$ cat src/rtl/axi_pmu_sampler.sv
// Periodic / on-demand PMU snapshot sampler; streams each snapshot as 32-bit words.
// Optional checksum trailer word: define PMU_SAMPLER_CHECKSUM_EN.
module axi_pmu_sampler #(
    parameter int unsigned NUM_COUNTERS = 19,
    parameter int unsigned PERIOD_W     = 32
) (
    input  logic                aclk,
    input  logic                areset,
    input  logic [PERIOD_W-1:0] period_i,
    input  logic                trigger_i,
    input  logic                clear_i,
    output logic [4:0]          pmu_addr_o,
    input  logic [63:0]         pmu_data_i,
    output logic [31:0]         out_data_o,
    output logic                out_valid_o,
    input  logic                out_ready_i,
    output logic                busy_o,
    output logic                overrun_o,
    output logic [7:0]          seq_o
);

    localparam logic [4:0] LastIdx  = 5'(NUM_COUNTERS - 1);
    localparam logic [7:0] NumWords = 8'(NUM_COUNTERS);

    typedef enum logic [2:0] {
        StIdle,
        StHeader,
        StFetch,
        StSendLo,
        StSendHi
`ifdef PMU_SAMPLER_CHECKSUM_EN
        , StTrailer
`endif
    } state_e;

    state_e              state_q, state_d;
    logic [4:0]          idx_q, idx_d;
    logic [4:0]          addr_q, addr_d;
    logic [63:0]         hold_q, hold_d;
    logic [PERIOD_W-1:0] timer_q, timer_d;
    logic [7:0]          seq_q, seq_d;
    logic                overrun_q, overrun_d;
    logic [31:0]         data_q, data_d;
    logic                valid_q, valid_d;
`ifdef PMU_SAMPLER_CHECKSUM_EN
    logic [31:0]         xor_q, xor_d;
`endif

    logic tick;
    logic hs;
    logic start;
    logic last;

    assign hs    = valid_q & out_ready_i;
    assign start = tick | trigger_i;
    assign last  = (idx_q == LastIdx);

    // The >= compare lets a lowered period fire on the very next cycle.
    always_comb begin
        tick    = 1'b0;
        timer_d = '0;
        if (period_i != '0) begin
            if (timer_q >= period_i - PERIOD_W'(1)) begin
                tick = 1'b1;
            end else begin
                timer_d = timer_q + PERIOD_W'(1);
            end
        end
    end

    always_comb begin
        overrun_d = overrun_q;
        if (clear_i) begin
            overrun_d = 1'b0;
        end
        if (tick && (state_q != StIdle)) begin
            overrun_d = 1'b1;
        end
    end

    // State register
    always_ff @(posedge aclk or posedge areset) begin
        if (areset) begin
            state_q <= StIdle;
        end else begin
            state_q <= state_d;
        end
    end

    // Next-state logic
    always_comb begin
        state_d = state_q;
        unique case (state_q)
            StIdle:   if (start) state_d = StHeader;
            StHeader: if (hs) state_d = StFetch;
            StFetch:  state_d = StSendLo;
            StSendLo: if (hs) state_d = StSendHi;
            StSendHi: begin
                if (hs) begin
`ifdef PMU_SAMPLER_CHECKSUM_EN
                    state_d = last ? StTrailer : StFetch;
`else
                    state_d = last ? StIdle : StFetch;
`endif
                end
            end
`ifdef PMU_SAMPLER_CHECKSUM_EN
            StTrailer: if (hs) state_d = StIdle;
`endif
            default:  state_d = StIdle;
        endcase
    end

    // Next values of the registered stream outputs and datapath
    always_comb begin
        valid_d = valid_q;
        data_d  = data_q;
        addr_d  = addr_q;
        idx_d   = idx_q;
        hold_d  = hold_q;
        seq_d   = seq_q;
`ifdef PMU_SAMPLER_CHECKSUM_EN
        xor_d   = hs ? (xor_q ^ data_q) : xor_q;
`endif
        unique case (state_q)
            StIdle: begin
                if (start) begin
                    valid_d = 1'b1;
                    data_d  = {16'hA55A, seq_q, NumWords};
`ifdef PMU_SAMPLER_CHECKSUM_EN
                    xor_d   = '0;
`endif
                end
            end
            StHeader: begin
                if (hs) begin
                    valid_d = 1'b0;
                    idx_d   = '0;
                    addr_d  = '0;
                end
            end
            StFetch: begin
                hold_d  = pmu_data_i;
                valid_d = 1'b1;
                data_d  = pmu_data_i[31:0];
            end
            StSendLo: begin
                if (hs) data_d = hold_q[63:32];
            end
            StSendHi: begin
                if (hs) begin
                    if (last) begin
`ifdef PMU_SAMPLER_CHECKSUM_EN
                        data_d  = xor_q ^ data_q;
`else
                        valid_d = 1'b0;
                        seq_d   = seq_q + 8'd1;
`endif
                    end else begin
                        valid_d = 1'b0;
                        idx_d   = idx_q + 5'd1;
                        addr_d  = idx_q + 5'd1;
                    end
                end
            end
`ifdef PMU_SAMPLER_CHECKSUM_EN
            StTrailer: begin
                if (hs) begin
                    valid_d = 1'b0;
                    seq_d   = seq_q + 8'd1;
                end
            end
`endif
            default: valid_d = 1'b0;
        endcase
    end

    always_ff @(posedge aclk or posedge areset) begin
        if (areset) begin
            valid_q   <= 1'b0;
            data_q    <= '0;
            addr_q    <= '0;
            idx_q     <= '0;
            hold_q    <= '0;
            seq_q     <= '0;
            timer_q   <= '0;
            overrun_q <= 1'b0;
`ifdef PMU_SAMPLER_CHECKSUM_EN
            xor_q     <= '0;
`endif
        end else begin
            valid_q   <= valid_d;
            data_q    <= data_d;
            addr_q    <= addr_d;
            idx_q     <= idx_d;
            hold_q    <= hold_d;
            seq_q     <= seq_d;
            timer_q   <= timer_d;
            overrun_q <= overrun_d;
`ifdef PMU_SAMPLER_CHECKSUM_EN
            xor_q     <= xor_d;
`endif
        end
    end

    assign out_valid_o = valid_q;
    assign out_data_o  = data_q;
    assign pmu_addr_o  = addr_q;
    assign seq_o       = seq_q;
    assign overrun_o   = overrun_q;
    assign busy_o      = (state_q != StIdle);

endmodule

$ cat config.mk
export PLATFORM = sky130hd
export DESIGN_NAME = axi_pmu_sampler
export DESIGN_NICKNAME = d
export VERILOG_FILES = /design/src/rtl/axi_pmu_sampler.sv
export SDC_FILE = /design/constraint.sdc
export NUM_CORES = 1
export LEC_CHECK = 0
export ABC_AREA = 1
export BUFFER_PORTS_ARGS = -buffer_cell sky130_fd_sc_hd__buf_2
export CORE_ASPECT_RATIO = 0.9
export CORE_MARGIN = 3
export CORE_UTILIZATION = 40
export CTS_CLUSTER_SIZE = 14
export DETAILED_ROUTE_END_ITERATION = 7
export SLEW_MARGIN = 20
export SYNTH_ARGS = -nofsm -noshare
export SYNTH_HDL_FRONTEND = slang
export SYNTH_SLANG_ARGS = --single-unit
$ cat constraint.sdc
create_clock -name aclk -period 4 [get_ports aclk]
set_input_delay 0.8 -clock aclk [delete_from_list [all_inputs] [get_ports aclk]]
set_output_delay 0.8 -clock aclk [all_outputs]
set_load 0.1 [all_outputs]
==> results of run 1 <==
-- per-layer routing --
metal	GRT usage (%)	up-vias
met4	5.38	0
met3	4.04	26
met5	0	-
met2	30.6	151
met1	26.7	2914
li1	-	3255
-- sequential cells by signal, indices dropped and copies added, names as in the netlist --
register / count
hold_q: 32
out_data_o: 32
out_valid_o: 1
overrun_o: 1
pmu_addr_o: 5
seq_o: 8
state_q: 3
timer_q: 32
-- worst min-delay path: cells and delay by family, from the launching register on --
| family | cells | cell delay, ns |
|---|---|---|
| flops | 1 | 0.33 |
| simple gates | 2 | 0.09 |
-- synthesized netlist by cell type (all sizes together), types with 2 or more instances --
master,instances,area [sq um]
clkbuf,6,22.5
nor3,27,188
nor3b,2,15.0
o211ai,3,22.5
dfrtp,114,2850
a21oi,27,139
a21o,3,22.5
nor2,107,459
a22oi,3,22.5
o21a,3,22.5
xnor2,8,70.1
xor2,55,482
inv,123,462
nand2,248,946
nor4,5,31.3
nand4,17,106
nand3,61,325
o221ai,3,26.3
o21ai,50,250
ha,38,475
buf,20,149
-- power by group through the flow --
stage               Clock (mW)  Sequential [mW]  Combinational [mW]
finish                    1.58             1.80                2.93
global route              1.65             1.85                3.21
CTS                       1.60             1.80                2.96
detailed placement           0             1.81                2.93
global placement             0             1.81                2.91
floorplan                    0             2.76                1.40
-- final timing paths --
path,startpoint,end,slack [ns],cells past startpoint
min in group asynchronous,areset,hold_q[54],0.54,2
min,out_data_o[1],out_data_o[1],0.46,2
min reg2reg,out_data_o[1],out_data_o[1],0.46,2
max in group asynchronous,areset,state_q[2],2.68,3
max reg2reg,state_q[1],out_data_o[8],1.41,10
max,period_i[1],out_data_o[8],0.37,25
-- metrics by stage --
step	setup WS, ns	cells	TNS [ns]	util (%)
floorplan	0.184	928	0	-
global route	0.0409	1326	0	50.9
detailed placement	-0.0604	1294	-1.13	47.2
global placement	0.0631	1294	0	47.2
finish	0.371	1326	0	50.9
CTS	0.298	1325	0	50.8
-- area by class of cell --
cell class / count / area share (%)
tap: 235 / 3.36
multi-input combinational: 665 / 41.9
sequential: 114 / 32.6
clock buffer: 20 / 5.22
inverter: 123 / 5.31
timing repair buffer: 158 / 9.74
clock inverter: 11 / 1.83
-- kinds of logic after synthesis --
logic type / Yosys count
and+or+nand+nor: 469
DFF: 114
muxes: 1
xor gates and xnor gates: 63
buffers and inverters: 149
AOI/OAI and AO/OA: 94
adders and majority gates: 38
==> reports/qor.yml, run 1 <==
die:
  die_h_microns: 133
  die-area_sq_um: 19500
  placementRows: 45
  initial_core_util_pct: 41.5
  num_io_pins: 149
  core_area_sq_um: 17200
  die_x_microns: 147
yosys:
  ys_seq_area_share_pct: 40.0
  synthMuxAreaShare_pct: 0.158
  yosys_warnings: 0
  synth_compound_area_share_pct: 7.38
  synth_top_flop_cell: "dfrtp_1"
  synth_area_sq_um: 7130
  synth_simple_gate_area_share_pct: 29.2
  synth_edf_count: 0
  synth_top_family_by_area: "simple AND/OR/NAND/NOR gates"
  synth-seq-cells: 114
  synth_cell_types: 36
  synth-xor-area-share_pct: 7.73
  syn_area_per_cell_sq_um: 7.69
  synthAdderAreaFrac_pct: 6.66
  synth_cells: 928
  syn-num-nets: 1067
  synth_async_sr_flop_share_pct: 100
global_route:
  antenna_found_initial: 0
  grt_max_degree: 83
  gr-total-overflow: 0
  grt_first_pass_wirelength_microns: 30700
  grt_pass1_vias: 6187
  grt_usage_pct: 19.3
cells_and_area:
  drive_gt1_share_pct: 21.3
  final_cell_mix: "nand2_1 (242), buf_2 (148), dfrtp_1 (114)"
  n_fill_cell: 1718
  nets: 1218
  area_growth_pct: 22.6
  stdcell_area_sq_um: 8740
  seq_area_sq_um: 2850
  antenna_cells: 0
  multi_input_area_sq_um: 3660
  final_common_cell: "nand2_1"
clock_tree:
  cts_sinks: 114
  cts_tree: "done"
  clock_path_buffers: 2
  ctsHoldBuffers: 0
  cts_root_buf: "clkbuf_16"
  clk_latency_ns: 0.41
  post_cts_resized: 0
  clkTransAtPathRegs_ns: 0.05
  cts-htree-levels: 4
  numCtsBuffers: 17
  postCtsSetupBuffers: 0
power:
  p_sw_mw: 3.01
  pwr-share-seq_pct: 28.5
  p_leak_nw: 4.56
  pwr-share-clk_pct: 25.0
  peakVddDrop_mv: 0.559
  p_int_mw: 3.30
  powerDensity_nw_per_um2: 722
  power_mw: 6.31
  power.share.combinational_pct: 46.4
  sw_frac_of_total_pct: 47.7
sta:
  grt_setup_unrepaired: "false"
  max_freq_ghz: 0.276
  hold-worst-slack_ns: 0.460
  fin_crit_ns: 3.63
  slew-limit-headroom_pct: 47.7
  fin_crit_sh_pct: 90.7
  worst_pin_slew_ns: 0.785
  finalSetupViolCount: 0
  clock_skew_ns: 0.00979
  report.final.hold_viol_count: 0
  slew_violations: 0
setup_path:
  worstPathArrival_ns: 3.97
  crit_path_end_kind: "flip-flop"
  slowest_stage: "ha_1"
  worstPathMaxFanout: 30
  cp_top_family: "simple AND/OR/NAND/NOR gates"
  critPathMaxStageDelay_ns: 0.27
  worstPathRequired_ns: 4.34
  crit_top_cell: "nand2_1"
  critPathKind: "primary input to flip-flop"
  start_kind: "primary input"
  cp_num_buf_inv: 4
drt:
  drt_wl_total_microns: 18500
  drt_iter0_markers: 379
  vias_per_cell: 4.79
  vias: 6346
  wl_met3_microns: 867
  dr_wl_met2_microns: 8390
  firstDrtPassIters: 5
  wl_met1_microns: 8980
  top_layer: "met4"
  drc: 0
  ant_nets: 0
  wl_per_cell_microns: 14.0
flow_run:
  maxCapViolCount: 0
place:
  place_congestion: 0.874
  dpl_cell_area_sq_um: 8110
  dp_hpwl_microns: 14100
  io_buffers: 148
hold_path:
  hold_path.class: "flip-flop to flip-flop"
run_status:
  outcome: "complete, no violations"
(Power assumes the default switching activity.)
==> inputs of run 2 (changes only) <==
--- a/config.mk
+++ b/config.mk
@@ -5,13 +5,15 @@
 export SDC_FILE = /design/constraint.sdc
 export NUM_CORES = 1
 export LEC_CHECK = 0
-export ABC_AREA = 1
 export BUFFER_PORTS_ARGS = -buffer_cell sky130_fd_sc_hd__buf_2
+export CELL_PAD_IN_SITES_DETAIL_PLACEMENT = 1
+export CELL_PAD_IN_SITES_GLOBAL_PLACEMENT = 2
 export CORE_ASPECT_RATIO = 0.9
 export CORE_MARGIN = 3
-export CORE_UTILIZATION = 40
+export CORE_UTILIZATION = 31
 export CTS_CLUSTER_SIZE = 14
 export DETAILED_ROUTE_END_ITERATION = 7
+export PLACE_DENSITY_LB_ADDON = 0.1
 export SLEW_MARGIN = 20
 export SYNTH_ARGS = -nofsm -noshare
 export SYNTH_HDL_FRONTEND = slang
==> run 2 against run 1 <==
Synthesized cell count shrank 32%. Combinational power grew 2%. Flip-flop and latch count did not move. Worst setup slack worse by 0.29 ns. First-iteration DRC count fell by 55%. Critical path depth shrank 6. Die area increased by 17%. Fmax shrank 7.5%. Area after synthesis shrank 8.8%. Design area rose by 1.4%. Utilization down 7.2 points. Final cell count is 14% lower.
==> reports/qor.yml, run 2 <==
global_route:
  grt_usage_pct: 17.3  # -1.9 points
  gr-total-overflow: 0  # unchanged
  grt_pass1_vias: 6071  # -1.9%
  grt_max_degree: 86  # +3.6%
  grt_first_pass_wirelength_microns: 31700  # +3.2%
  antenna_found_initial: 6  # +6
run_status:
  outcome: "complete, no violations"
sta:
  setup_slack_ns: 0.0787  # -0.292 ns
  fin_crit_ns: 3.92  # +0.292 ns
  clock_skew_ns: 0.0108  # +0.00104 ns
  report.final.hold_viol_count: 0  # unchanged
  worst_pin_slew_ns: 1.15  # +0.365 ns
  max_freq_ghz: 0.255  # -7.5%
  fin_crit_sh_pct: 98.0  # +7.3 points
  fin_setup_tns_ns: 0  # unchanged
  slew_violations: 0  # unchanged
  hold-worst-slack_ns: 0.495  # +0.0346 ns
  finalSetupViolCount: 0  # unchanged
  slew-limit-headroom_pct: 23.4  # -24 points
die:
  initial_core_util_pct: 32.1  # -9.5 points
  placementRows: 49  # +8.9%
  die-area_sq_um: 22800  # +17%
  core_area_sq_um: 20300  # +18%
  die_x_microns: 159  # +8.2%
  num_io_pins: 149  # unchanged
  die_h_microns: 143  # +8.1%
cells_and_area:
  final_cell_mix: "buf_2 (146), dfrtp_1 (113), nor2_1 (54)"
  drive_gt1_share_pct: 37.3  # +16 points
  nets: 978  # -20%
  final_common_cell: "buf_2"
  stdcell_area_sq_um: 8870  # +1.4%
  n_fill_cell: 2314  # +35%
  area_growth_pct: 36.2
power:
  pwr-share-clk_pct: 22.6  # -2.4 points
  powerDensity_nw_per_um2: 713  # -1.3%
  power.share.combinational_pct: 47.3  # +0.9 points
  p_sw_mw: 2.88  # -4.3%
  pwr-share-seq_pct: 30.1  # +1.6 points
  sw_frac_of_total_pct: 45.6  # -2.1 points
  p_leak_nw: 4.22  # -7.3%
  peakVddDrop_mv: 0.424  # -24%
  p_int_mw: 3.44  # +4.2%
drt:
  drt_iter0_markers: 172  # -55%
  vias_per_cell: 4.93  # +2.9%
  wl_per_cell_microns: 17.3  # +24%
  ant_nets: 0  # unchanged
  vias: 5587  # -12%
  drc: 0  # unchanged
  drt_wl_total_microns: 19600  # +5.8%
  firstDrtPassIters: 4  # -1
clock_tree:
  cts_sinks: 114  # unchanged
  clock_path_buffers: 2  # unchanged
  cts_tree: "done"
  numCtsBuffers: 17  # unchanged
  cts_root_buf: "clkbuf_16"
  ctsHoldBuffers: 0  # unchanged
  clk_latency_ns: 0.42  # about the same
  cts-htree-levels: 4  # unchanged
  clkTransAtPathRegs_ns: 0.06  # about the same
setup_path:
  cp_num_buf_inv: 4  # unchanged
  critPathKind: "primary input to flip-flop"
  crit_path_end_kind: "flip-flop"
  critPathMaxStageDelay_ns: 0.44  # +0.17 ns
  slowest_stage: "or3_4"
  worstPathRequired_ns: 4.30  # -0.04 ns
  path_cells: "buf_6, or3_4, or3_4, nor2_4, nand2_4, nor2_4, buf_4, nand2_1, xor2_1, ha_1, a21oi_1, nor2_1, a211oi_1, o211ai_1, buf_4, a21oi_4, buf_6, nand2_8, mux2_4"
  worstPathArrival_ns: 4.22  # +0.25 ns
  start_kind: "primary input"
  worstPathMaxFanout: 5  # -83%
  cp_top_family: "simple AND/OR/NAND/NOR gates"
place:
  place_congestion: 0.769  # -12%
  dpl_worst_slack_ns: -0.570  # -0.510 ns
  dp_hpwl_microns: 14800  # +5.3%
  io_buffers: 148  # unchanged
  dpl_cell_area_sq_um: 7960  # -1.9%
yosys:
  syn-num-nets: 771  # -28%
  syn_area_per_cell_sq_um: 10.3  # +34%
  yosys_warnings: 0  # unchanged
  synth_top_area_share_pct: 43.8  # +3.8 points
  synth_top_flop_cell: "dfrtp_1"
  synth_cell_types: 46  # +28%
  synth_async_sr_flop_share_pct: 100  # unchanged
  yosys.area.top_type: "dfrtp_1"
  synth_edf_count: 0  # unchanged
  synth_area_sq_um: 6510  # -8.8%
  synth-seq-cells: 114  # unchanged
  synth.area.top_cells: "dfrtp_1 (44%), ha_1 (7.3%), mux2_2 (5.7%)"
  ys_seq_area_share_pct: 43.8  # +3.8 points
  synth_most_common_cell: "dfrtp_1"
  synth_cells: 632  # -32%
  netlist_top_cells_count: "dfrtp_1 (114), nor2_1 (58), nand2_1 (43), ha_1 (38), o21ai_0 (37)"
hold_path:
  hold_path.class: "flip-flop to flip-flop"
flow_run:
  maxCapViolCount: 0  # unchanged
[run 2: cell count changes after synthesis, sizes merged, moves of 14 or more]
cell   previous run  this run
buf              20         6
inv             123        13
mux2              1        41
mux2i             0        32
nand2           248        44
nand3            61        33
nor2            107        58
xnor2             8        35
xor2             55        31
[run 2: path summary, 6_finish.rpt]
| kind | from | end | slack [ns] | depth (start not counted) |
|---|---|---|---|---|
| worst max register to register | timer_q[5] | out_valid_o | 1.24 | 8 |
| min in group asynchronous | areset | hold_q[55] | 0.52 | 2 |
| max in group asynchronous | areset | timer_q[18] | 2.68 | 3 |
| worst min-delay path | seq_o[7] | seq_o[7] | 0.50 | 1 |
| worst min register to register | seq_o[7] | seq_o[7] | 0.50 | 1 |
| worst max-delay path | period_i[9] | out_data_o[12] | 0.08 | 19 |
[run 2: power groups by stage]
stage | Clock, mW | Combinational, mW | Sequential (mW)
final | 1.43 | 2.99 | 1.90
after global routing | 1.54 | 3.20 | 1.97
after CTS | 1.48 | 2.84 | 1.91
after detailed placement | 0 | 2.79 | 1.92
after global placement | 0 | 2.71 | 1.90
after floorplan | 0 | 1.30 | 2.74
[run 2: metal layers]
metal  vias to the layer above  share of wire, %  global-route usage [%]
met5                         -              0.25                       0
met1                      2734                46                    21.9
li1                       2696                 -                       -
met3                        27               5.9                    6.05
met4                         8               1.2                    4.97
met2                       122                47                    28.4
[run 2: logic make-up (layout without fill, tap and decap cells)]
kind of cell	after synthesis	after routing	synth area share [%]
DFF	114	114	43.8
AOI/OAI and AO/OA	84	84	8.05
muxes	73	73	12.5
buffers and inverters	35	252	2.29
adders and majority gates	38	38	7.30
other	0	2	0
and+or+nand+nor	222	225	17.2
xor gates and xnor gates	66	66	8.88
[run 2: worst reg2reg max path, delay by kind of cell, from the launching register on]
family | cells | cell delay, ns
compound gates | 7 | 1.87
flops | 1 | 0.44
fa+ha+maj | 1 | 0.33
[run 2: what timing repair did]
action / in CTS / in global routing
pin swaps: 3 / 15
gates cloned: 1 / 2
gates resized for setup: 6 / 34
buffers inserted: 1 / 7
setup endpoints to repair: 39 / 64
[run 2: layout make-up]
| class | count | area [sq um] | share of cell area (%) |
|---|---|---|---|
| diodes | 2 | 5.00 | 0.0564 |
| clock buffers | 20 | 447 | 5.04 |
| clock inverters | 12 | 110 | 1.24 |
| inverters | 13 | 53.8 | 0.607 |
| multi-input cells | 486 | 3790 | 42.8 |
| flip-flops and latches | 114 | 2850 | 32.2 |
| well taps | 280 | 350 | 3.95 |
| repair buffers | 207 | 1260 | 14.2 |
[run 2: metrics by stage]
stage          power [mW]  util, %  cells
2_1_floorplan        4.04        -    632
3_3_place_gp         4.61     39.2   1089
3_5_place_dp         4.71     39.2   1089
4_1_cts              6.22     42.2   1123
5_1_grt              6.71     43.7   1134
6_report             6.32     43.7   1134
